[config.mk]
export PLATFORM = sky130hd
export DESIGN_NAME = eth_tx_arb_flat
export DESIGN_NICKNAME = d
export VERILOG_FILES = /design/src/rtl/eth_tx_arb_pkg.sv /design/src/rtl/eth_tx_arb_if.sv /design/src/rtl/eth_tx_arb_crc32.sv /design/src/rtl/eth_tx_arb.sv /design/src/flat_wrapper.sv
export SDC_FILE = /design/constraint.sdc
export NUM_CORES = 1
export LEC_CHECK = 0
export CAP_MARGIN = 10
export CORE_ASPECT_RATIO = 1.25
export CORE_MARGIN = 5
export CORE_UTILIZATION = 60
export CTS_CLUSTER_SIZE = 28
export DETAILED_ROUTE_END_ITERATION = 10
export PLACE_DENSITY = 0.82
export SETUP_SLACK_MARGIN = 0.1
export SKIP_CTS_REPAIR_TIMING = 1
export SYNTH_ARGS = -nofsm -noshare
export SYNTH_HDL_FRONTEND = slang
export SYNTH_SLANG_ARGS = --single-unit
[constraint.sdc]
create_clock -name clk -period 5.4 [get_ports clk]
set_input_delay 1.62 -clock clk [delete_from_list [all_inputs] [get_ports clk]]
set_output_delay 1.62 -clock clk [all_outputs]
set_load 0.02 [all_outputs]
[src/rtl/eth_tx_arb_pkg.sv]
// Shared Ethernet definitions: framing constants, TX scheduler states and
// the byte-wise reflected CRC-32 step used by the MAC-side blocks.
package eth_pkg;

  localparam logic [7:0]  PREAMBLE_BYTE = 8'h55;
  localparam logic [7:0]  SFD_BYTE      = 8'hD5;
  localparam logic [31:0] CRC_INIT      = 32'hFFFF_FFFF;
  localparam logic [31:0] CRC_POLY      = 32'h04C1_1DB7;
  localparam int          PRE_LEN       = 7;
  localparam int          FCS_LEN       = 4;

  typedef enum logic [2:0] {
    ST_IDLE,
    ST_PRE,
    ST_SFD,
    ST_DATA,
    ST_PAD,
    ST_FCS,
    ST_IFG
  } tx_state_t;

  function automatic logic [31:0] reflect32(input logic [31:0] v);
    logic [31:0] r;
    r = '0;
    for (int i = 0; i < 32; i++) begin
      r[i] = v[31-i];
    end
    return r;
  endfunction

  // The register holds the CRC in reflected form, so bytes enter LSB first.
  function automatic logic [31:0] next_crc32(input logic [31:0] crc,
                                             input logic [7:0]  data);
    logic [31:0] c;
    logic [31:0] poly_r;
    poly_r = reflect32(CRC_POLY);
    c = crc ^ {24'd0, data};
    for (int i = 0; i < 8; i++) begin
      c = c[0] ? ((c >> 1) ^ poly_r) : (c >> 1);
    end
    return c;
  endfunction

endpackage

[src/rtl/eth_tx_arb_if.sv]
// Requester byte streams plus the GMII transmit pins of the TX scheduler.
interface eth_tx_arb_if #(
  parameter int N_REQ = 2
);

  logic [N_REQ-1:0]   req_valid;
  logic [8*N_REQ-1:0] req_data;
  logic [N_REQ-1:0]   req_last;
  logic [N_REQ-1:0]   req_err;
  logic [N_REQ-1:0]   req_ready;
  logic [N_REQ-1:0]   grant;
  logic               tx_clk;
  logic [7:0]         tx_dat;
  logic               tx_en;
  logic               tx_er;

  modport master (
    output req_valid, req_data, req_last, req_err,
    input  req_ready, grant, tx_clk, tx_dat, tx_en, tx_er
  );

  modport slave (
    input  req_valid, req_data, req_last, req_err,
    output req_ready, grant, tx_clk, tx_dat, tx_en, tx_er
  );

endinterface

[src/rtl/eth_tx_arb_crc32.sv]
// Byte-wide Ethernet CRC register; fcs_byte presents the complemented CRC
// one byte at a time, least-significant byte first.
module eth_crc32
  import eth_pkg::*;
(
  input  logic       clk,
  input  logic       rst_n,
  input  logic       init,
  input  logic       en,
  input  logic [7:0] data,
  input  logic [1:0] byte_sel,
  output logic [7:0] fcs_byte
);

  logic [31:0] crc_q;

  always_ff @(posedge clk or negedge rst_n) begin
    if (!rst_n) begin
      crc_q <= CRC_INIT;
    end else if (init) begin
      crc_q <= CRC_INIT;
    end else if (en) begin
      crc_q <= next_crc32(crc_q, data);
    end
  end

  assign fcs_byte = ~crc_q[{byte_sel, 3'b000} +: 8];

endmodule

[src/rtl/eth_tx_arb.sv]
// GMII TX scheduler: round-robin frame-level arbitration between requesters,
// preamble/SFD insertion, zero padding, FCS append and inter-frame gap.
module eth_tx_arb
  import eth_pkg::*;
#(
  parameter int N_REQ      = 2,
  parameter int IFG_CYCLES = 12,
  parameter int MIN_LEN    = 60
) (
  input logic        clk,
  input logic        rst_n,
  eth_tx_arb_if.slave bus
);

  localparam int PTR_W = (N_REQ > 1) ? $clog2(N_REQ) : 1;

  tx_state_t        state_q, state_d;
  logic [15:0]      phase_q, phase_d;
  logic [15:0]      cnt_q, cnt_d, cnt_inc;
  logic             err_q, err_d;
  logic [N_REQ-1:0] grant_q, grant_d;
  logic [PTR_W-1:0] gidx_q, gidx_d;
  logic [PTR_W-1:0] ptr_q, ptr_d;
  logic [PTR_W-1:0] pick_idx;
  logic             pick_found;

  logic [7:0]       tx_dat_q, tx_dat_d;
  logic             tx_en_q, tx_en_d;
  logic             tx_er_q, tx_er_d;

  logic             crc_init, crc_en;
  logic [7:0]       crc_data;
  logic [7:0]       fcs_byte;

  logic             cur_valid, cur_last, cur_err;
  logic [7:0]       cur_data;

  assign cur_valid = bus.req_valid[gidx_q];
  assign cur_last  = bus.req_last[gidx_q];
  assign cur_err   = bus.req_err[gidx_q];
  assign cur_data  = bus.req_data[{gidx_q, 3'b000} +: 8];
  assign cnt_inc   = (cnt_q == 16'hFFFF) ? cnt_q : cnt_q + 16'd1;

  // First valid requester at or after the rotating pointer.
  always_comb begin
    pick_found = 1'b0;
    pick_idx   = '0;
    for (int k = 0; k < N_REQ; k++) begin
      if (!pick_found && bus.req_valid[PTR_W'((int'(ptr_q) + k) % N_REQ)]) begin
        pick_found = 1'b1;
        pick_idx   = PTR_W'((int'(ptr_q) + k) % N_REQ);
      end
    end
  end

  eth_crc32 u_crc (
    .clk      (clk),
    .rst_n    (rst_n),
    .init     (crc_init),
    .en       (crc_en),
    .data     (crc_data),
    .byte_sel (phase_q[1:0]),
    .fcs_byte (fcs_byte)
  );

  always_comb begin
    state_d  = state_q;
    phase_d  = phase_q;
    cnt_d    = cnt_q;
    err_d    = err_q;
    grant_d  = grant_q;
    gidx_d   = gidx_q;
    ptr_d    = ptr_q;
    tx_dat_d = 8'h00;
    tx_en_d  = 1'b0;
    tx_er_d  = 1'b0;
    crc_init = 1'b0;
    crc_en   = 1'b0;
    crc_data = 8'h00;

    case (state_q)
      ST_IDLE: begin
        crc_init = 1'b1;
        cnt_d    = '0;
        err_d    = 1'b0;
        if (pick_found) begin
          state_d           = ST_PRE;
          phase_d           = '0;
          grant_d           = '0;
          grant_d[pick_idx] = 1'b1;
          gidx_d            = pick_idx;
          ptr_d             = PTR_W'((int'(pick_idx) + 1) % N_REQ);
        end
      end

      ST_PRE: begin
        tx_en_d  = 1'b1;
        tx_dat_d = PREAMBLE_BYTE;
        if (phase_q == 16'(PRE_LEN - 1)) begin
          state_d = ST_SFD;
          phase_d = '0;
        end else begin
          phase_d = phase_q + 16'd1;
        end
      end

      ST_SFD: begin
        tx_en_d  = 1'b1;
        tx_dat_d = SFD_BYTE;
        state_d  = ST_DATA;
      end

      // An underrun still occupies a wire cycle but never reaches the CRC.
      ST_DATA: begin
        tx_en_d = 1'b1;
        if (cur_valid) begin
          tx_dat_d = cur_data;
          tx_er_d  = err_q | cur_err;
          err_d    = err_q | cur_err;
          crc_en   = 1'b1;
          crc_data = cur_data;
          cnt_d    = cnt_inc;
          if (cur_last) begin
            state_d = (int'({16'd0, cnt_inc}) < MIN_LEN) ? ST_PAD : ST_FCS;
            phase_d = '0;
          end
        end else begin
          tx_dat_d = 8'h00;
          tx_er_d  = 1'b1;
          err_d    = 1'b1;
        end
      end

      ST_PAD: begin
        tx_en_d  = 1'b1;
        tx_er_d  = err_q;
        crc_en   = 1'b1;
        cnt_d    = cnt_inc;
        if (int'({16'd0, cnt_inc}) >= MIN_LEN) begin
          state_d = ST_FCS;
          phase_d = '0;
        end
      end

      ST_FCS: begin
        tx_en_d  = 1'b1;
        tx_er_d  = err_q;
        tx_dat_d = fcs_byte;
        if (phase_q == 16'(FCS_LEN - 1)) begin
          state_d = (IFG_CYCLES > 1) ? ST_IFG : ST_IDLE;
          phase_d = '0;
          grant_d = '0;
        end else begin
          phase_d = phase_q + 16'd1;
        end
      end

      // The IDLE cycle that follows supplies the last idle wire cycle.
      ST_IFG: begin
        crc_init = 1'b1;
        err_d    = 1'b0;
        if (phase_q == 16'(IFG_CYCLES - 2)) begin
          state_d = ST_IDLE;
          phase_d = '0;
        end else begin
          phase_d = phase_q + 16'd1;
        end
      end

      default: begin
        state_d = ST_IDLE;
      end
    endcase
  end

  always_ff @(posedge clk or negedge rst_n) begin
    if (!rst_n) begin
      state_q  <= ST_IDLE;
      phase_q  <= '0;
      cnt_q    <= '0;
      err_q    <= 1'b0;
      grant_q  <= '0;
      gidx_q   <= '0;
      ptr_q    <= '0;
      tx_dat_q <= 8'h00;
      tx_en_q  <= 1'b0;
      tx_er_q  <= 1'b0;
    end else begin
      state_q  <= state_d;
      phase_q  <= phase_d;
      cnt_q    <= cnt_d;
      err_q    <= err_d;
      grant_q  <= grant_d;
      gidx_q   <= gidx_d;
      ptr_q    <= ptr_d;
      tx_dat_q <= tx_dat_d;
      tx_en_q  <= tx_en_d;
      tx_er_q  <= tx_er_d;
    end
  end

  assign bus.tx_clk    = clk;
  assign bus.tx_dat    = tx_dat_q;
  assign bus.tx_en     = tx_en_q;
  assign bus.tx_er     = tx_er_q;
  assign bus.grant     = grant_q;
  assign bus.req_ready = (state_q == ST_DATA) ? grant_q : '0;

endmodule

[src/flat_wrapper.sv]
// flat-port wrapper written by rule: the top's interface ports become plain ports
module eth_tx_arb_flat import eth_pkg::*;
#(
  parameter int N_REQ      = 2,
  parameter int IFG_CYCLES = 12,
  parameter int MIN_LEN    = 60
)
  (clk, rst_n, bus_req_valid, bus_req_data, bus_req_last, bus_req_err, bus_req_ready, bus_grant, bus_tx_clk, bus_tx_dat, bus_tx_en, bus_tx_er);
  eth_tx_arb_if #(.N_REQ(N_REQ)) bus_i ();
  input logic clk;
  input logic rst_n;
  input wire logic [$bits(bus_i.req_valid)-1:0] bus_req_valid;
  input wire logic [$bits(bus_i.req_data)-1:0] bus_req_data;
  input wire logic [$bits(bus_i.req_last)-1:0] bus_req_last;
  input wire logic [$bits(bus_i.req_err)-1:0] bus_req_err;
  output wire logic [$bits(bus_i.req_ready)-1:0] bus_req_ready;
  output wire logic [$bits(bus_i.grant)-1:0] bus_grant;
  output wire logic [$bits(bus_i.tx_clk)-1:0] bus_tx_clk;
  output wire logic [$bits(bus_i.tx_dat)-1:0] bus_tx_dat;
  output wire logic [$bits(bus_i.tx_en)-1:0] bus_tx_en;
  output wire logic [$bits(bus_i.tx_er)-1:0] bus_tx_er;
  assign bus_i.req_valid = bus_req_valid;
  assign bus_i.req_data = bus_req_data;
  assign bus_i.req_last = bus_req_last;
  assign bus_i.req_err = bus_req_err;
  assign bus_req_ready = bus_i.req_ready;
  assign bus_grant = bus_i.grant;
  assign bus_tx_clk = bus_i.tx_clk;
  assign bus_tx_dat = bus_i.tx_dat;
  assign bus_tx_en = bus_i.tx_en;
  assign bus_tx_er = bus_i.tx_er;
  eth_tx_arb #(.N_REQ(N_REQ), .IFG_CYCLES(IFG_CYCLES), .MIN_LEN(MIN_LEN)) u_core (.clk(clk), .rst_n(rst_n), .bus(bus_i));
endmodule
## Yosys cells after proc, flatten, opt, wreduce, memory -nomap -nowiden

Cells that the tools add are included.

| operators by class | value |
|---|---|
| $add $sub $neg | 4 |
| $lt $le $gt $ge | 7 |
| equality and inequality tests | 17 |
| shifts and indexed selects | 2 |
| multiplexer cells | 60 |
| bitwise operators | 11 |
| reduce and logical (&&, ||, !) cells | 17 |

Operators by type and width:

| operator | number |
|---|---|
| two-way mux 32 bit | 10 |
| two-way mux 16 bit | 9 |
| inverter 13 -> 14 bit | 8 |
| case mux 16 bit (6 select lines) | 1 |
| case mux 16 bit (3 select lines) | 1 |
| adder 16 x 1 -> 16 bit (second input constant) | 2 |
| case mux 8 bit (4 select lines) | 1 |
| indexed part select 32 x 6 -> 8 bit | 1 |
| XOR 32 x 8 -> 32 bit | 1 |
| two-way mux 3 bit | 7 |
| case mux 3 bit (7 select lines) | 1 |
| two-way mux 1 bit | 20 |
| equality test 16 bit (second input constant) | 1 |
| equality test 16 x 2 -> 1 bit (second input constant) | 1 |
| equality test 16 x 3 -> 1 bit (second input constant) | 1 |
| equality test 16 x 4 -> 1 bit (second input constant) | 1 |
| greater-or-equal comparator 16 x 6 -> 1 bit (second input constant) | 1 |
| < comparator 16 x 6 -> 1 bit (second input constant) | 1 |
| two-way mux 8 bit | 2 |
| indexed part select 16 x 5 -> 8 bit | 1 |
| != test 2 x 1 -> 1 bit (second input constant) | 7 |
| equality test 3 bit (second input constant) | 3 |
| inverter 8 bit | 1 |
| AND reduction 7 bit | 1 |
| 22 further kinds | 35 |

| storage, ports and cells | value |
|---|---|
| register bits after elaboration | 82 |
| input port bits | 24 |

## Logic depth before layout (Yosys ltp)

| logic depth | value |
|---|---|
| depth after elaboration | 23 |
| gate-level depth with buffers | 10 |
| depth with buffers taken out | 8 |

## Modules after synthesis

A second synthesis with hierarchy kept.

| unflattened totals | value |
|---|---|
| cell total of the unflattened synthesis | 556 |
| area, all modules | 5715.5 µm² |

By module, submodules not included:

| module | times used | cells an instance | area each (µm²) |
|---|---|---|---|
| eth_tx_arb | 1 | 367 | 3238.1 |
| eth_crc32 | 1 | 189 | 2477.4 |

==> results.md <==
- The count of inserted antenna diode cells is 0.
- The number of endpoints with negative hold slack in the final report is 0.
- In this design, the stage delay of the slowest critical-path cell is 530 ps.
- The number of enable-type register cells in the synthesized netlist is 0.
- The number of placed instances, taps included, is 688.
- The capturing element type of the critical path is an output pin.
- The setup TNS is 0 ps.
- The classification of the worst-slack hold path is reg -> reg.
- The number of input and output port buffers inserted is 38.
- From synthesis to final layout, the design area changed by 12.9%.
- The worst-case IR drop observed on VDD is 0.249 mV.
- Among the stages of the critical path, the cell type that occurs most often is clkbuf_8.
- The core area is 0.00861 mm^2.
- The most common flop cell mapped by yosys is dfrtp_1.
- The critical path is of the clk -> out type.
- The timing startpoint of the critical path is clk.
- The worst setup path is launched from a clock port.
- The number of pins exceeding their max-slew limit in the final report is 0.
- Once detail routing completed, the nets flagged for antenna violations numbered 0.
- The number of register bits inferred by synthesis is 82.
- The first global-routing pass estimated 20900 um of wire.
- The routed wire length is 12500 um.
- For this design the top-level I/O count stands at 39.
- At the pin with the least slew margin, the transition time is 1040 ps.
- Dividing total power by cell area gives a power density of 606 mW/mm^2.
- The total standard cell area after synthesis is 0.00523 mm^2.
- The clock arrives with 6.14 ps of skew.
- Detailed routing inserted a total of 4344 vias.
- After technology mapping, the gate count stands at 557.
- The number of warnings issued by yosys is 0.
- The startpoint of the most critical register-to-register path is u_core.gidx_q.
- The clock-pin transition on the worst setup and hold timing paths is 80 ps.
- The detailed placement HPWL is 8780 um.
- The commonest non-fill, non-tap cell in the layout is dfrtp_1.
- The die covers 0.0107 mm^2.
- The number of global-route vias before repair came to 4214.
- Traced cell by cell, the critical path runs through clkbuf_8 -> clkbuf_8 -> clkdlybuf4s50_1.
- The initial antenna violation count is 0.
- Across the run, the number of max-cap violations was 0.
- Entering global routing, the biggest net connects 83 pins.
- Dividing the detail-routed wire length by the instance count gives 17.7 um.
- The total of endpoints with negative setup slack in the final report is 0.
- The number of standard-cell rows in the floorplan is 38.
- The final worst hold slack is 522 ps.
- Across all register-to-register paths, the minimum setup slack is 1990 ps.
- The synthesized net count is 584.
- The cell count of the worst reg-to-reg path is 7.
- The die width is 93.5 um.
- For this run, design rule violations remaining after detail routing come to 0.
- The slowest stage of the critical path is the clkdlybuf4s50_1 cell.
- The largest driver fanout on the critical path is 2.
- The register area share after synthesis is 40.0%.
- In the global route stage, overall resource usage came out at 25.0%.
- Using the TritonRoute via totals, the vias-per-cell ratio works out to 6.14.
- The path with the worst hold slack has its endpoint at u_core.bus.grant[0].
- Setup repair after global routing left no endpoint under its margin.
- In this design, the largest share of critical-path delay is due to buffers and inverters.
- Together, buffers and inverters on the worst path number 3.
- For this run the aggregate overflow at the end of global routing stands at 0.
- The netlist uses 65 different library cells.
- STA puts the critical path data required time at 3780 ps.
- The run finished with clean final reports.
- The signal arrival time at the worst endpoint is 3460 ps.
- Counting flops with an async set or reset pin after synthesis yields a share of 100%.
- The worst relative slew slack is 29.8%.
- Summed over all cells, the static leakage comes to 2.24 nW.
- The placer congestion estimate is 0.967.
- The fraction of layout instances using a drive strength above 1 is 15.2%.
- The footprint of the flip-flops and latches is 0.00209 mm^2.
- The first TritonRoute pass finished after 6 iterations.
- TritonCTS built the clock tree.
- In this run, the number of DRC markers left after iteration 0 of detailed routing was 377.
- After filler insertion, the fill cell instance count of the layout stands at 650.
- The worst hold path was traced through 2 stages.
- The critical hold path startpoint is u_core.bus.grant[0].
- The y dimension of the die is 114 um.
- The multi-input combinational cells in the finished layout cover a total of 0.00291 mm^2.
- The number of nets at the end of the flow is 609.
- The library cells used most frequently in the layout, excluding fill and tap cells, are dfrtp_1, a21oi_1, xnor2_1, o21ai_0, nor3_1.
- The synthesized area per cell is 9.39 um^2.
- The destination of the worst register-to-register timing path is u_core.u_crc.crc_q[19].
- The initial cell density of the core is 60.8%.
- The clock latency at the later pin of the worst-skew pair is 470 ps.
- Excluding fillers, the count of instances in the completed layout stands at 707.
[power by group]
| group | total [mW] | leakage, nW | switching, mW | internal (mW) |
|---|---|---|---|---|
| Clock | 0.563 | 0.135 | 0.238 | 0.325 |
| Combinational | 1.94 | 1.10 | 1.07 | 0.865 |
| Sequential | 1.08 | 1.01 | 0.236 | 0.841 |
| Total | 3.58 | 2.24 | 1.55 | 2.03 |
[cell usage after synthesis, types with 2 or more instances]
master,count,area (um^2)
dfrtp_1,50,1250
a21oi_1,46,230
xnor2_1,44,385
o21ai_0,43,215
nor3_1,42,210
nor2_1,36,135
nand2_1,33,124
dfstp_2,32,841
inv_1,25,93.8
clkbuf_1,23,86.3
xor2_1,18,158
nand3_1,16,80.1
a31oi_1,12,75.1
nor4_1,9,56.3
mux2i_1,8,80.1
mux4_2,8,180
and3_1,7,43.8
nand4_1,7,43.8
o22ai_1,7,43.8
xnor2_2,7,114
o21a_1,6,45.0
and2_1,5,31.3
a21o_1,4,30.0
o221ai_1,4,35.0
or2_2,4,25.0
xor2_2,4,65.1
a211oi_1,3,22.5
ha_1,3,37.5
nor3_2,3,30.0
o211ai_1,3,22.5
a221oi_1,2,17.5
and4_1,2,17.5
buf_2,2,10.0
buf_4,2,15.0
mux2_2,2,22.5
nand2b_1,2,12.5
nand3b_1,2,15.0
nor2b_1,2,12.5
o21bai_1,2,15.0
or3_1,2,12.5
[cell type report]
cell class	instances	area share (%)
Inverter	25	1.59
Multi-Input combinational cell	419	49.2
Clock buffer	19	4.02
Tap cell	120	2.54
Sequential cell	82	35.4
Timing Repair Buffer	41	6.74
Clock inverter	1	0.508
[cells by family (layout without fill, tap and decap cells)]
logic type      count (synthesis)  in the layout  synth area share [%]
compound gates                145            145                  16.6
fa+ha+maj                       3              3                 0.718
mux                            19             19                  5.84
flops                          82             82                  40.0
xor+xnor                       76             76                  15.2
buf+inv                        56             86                  4.57
simple gates                  176            176                  17.1
[metrics by stage]
step                      total power [mW]  cell area [um^2]  utilization (%)  setup WS, ps
final                                 3.58              5910             68.6           322
after global routing                  3.81              5910             68.6           302
after CTS                             3.58              5910             68.6           310
after detailed placement              3.02              5650             65.6           572
after global placement                2.96              5650             65.6           572
after floorplan                       2.56              5230                -           946
[tightest hold or removal path: cells and delay by family, from the launching register on]
family | cells | cell delay, ps
flip-flops | 1 | 370
AND/OR/NAND/NOR | 1 | 60
AO/OA/AOI/OAI | 1 | 60
[state kept, by name (all words and copies together) (netlist names), 2 cells and up]
signal	cells
u_core.state_q	3
u_core.bus.grant	2
u_core.cnt_q	16
u_core.phase_q	16
u_core.bus.tx_dat	8
u_core.u_crc.crc_q	32
[how the worst max path moves through the flow]
stage	endpoint	slack, ps	cells past startpoint
3_3_place_gp	bus_tx_clk	570	1
4_1_cts	bus_tx_clk	310	3
5_1_grt	bus_tx_clk	300	3
6_report	bus_tx_clk	320	3
2_1_floorplan	bus_tx_clk	950	1
3_5_place_dp	bus_tx_clk	570	1
[per-layer routing]
layer	global-route usage, %	part of all wire (%)	vias to the layer above
met2	40.6	50	151
li1	-	-	2045
met1	32.4	43	2120
met3	3.29	4.8	28
met5	0	0	-
met4	13.3	2.9	0
Note: power is estimated with default switching activity, not from simulation.
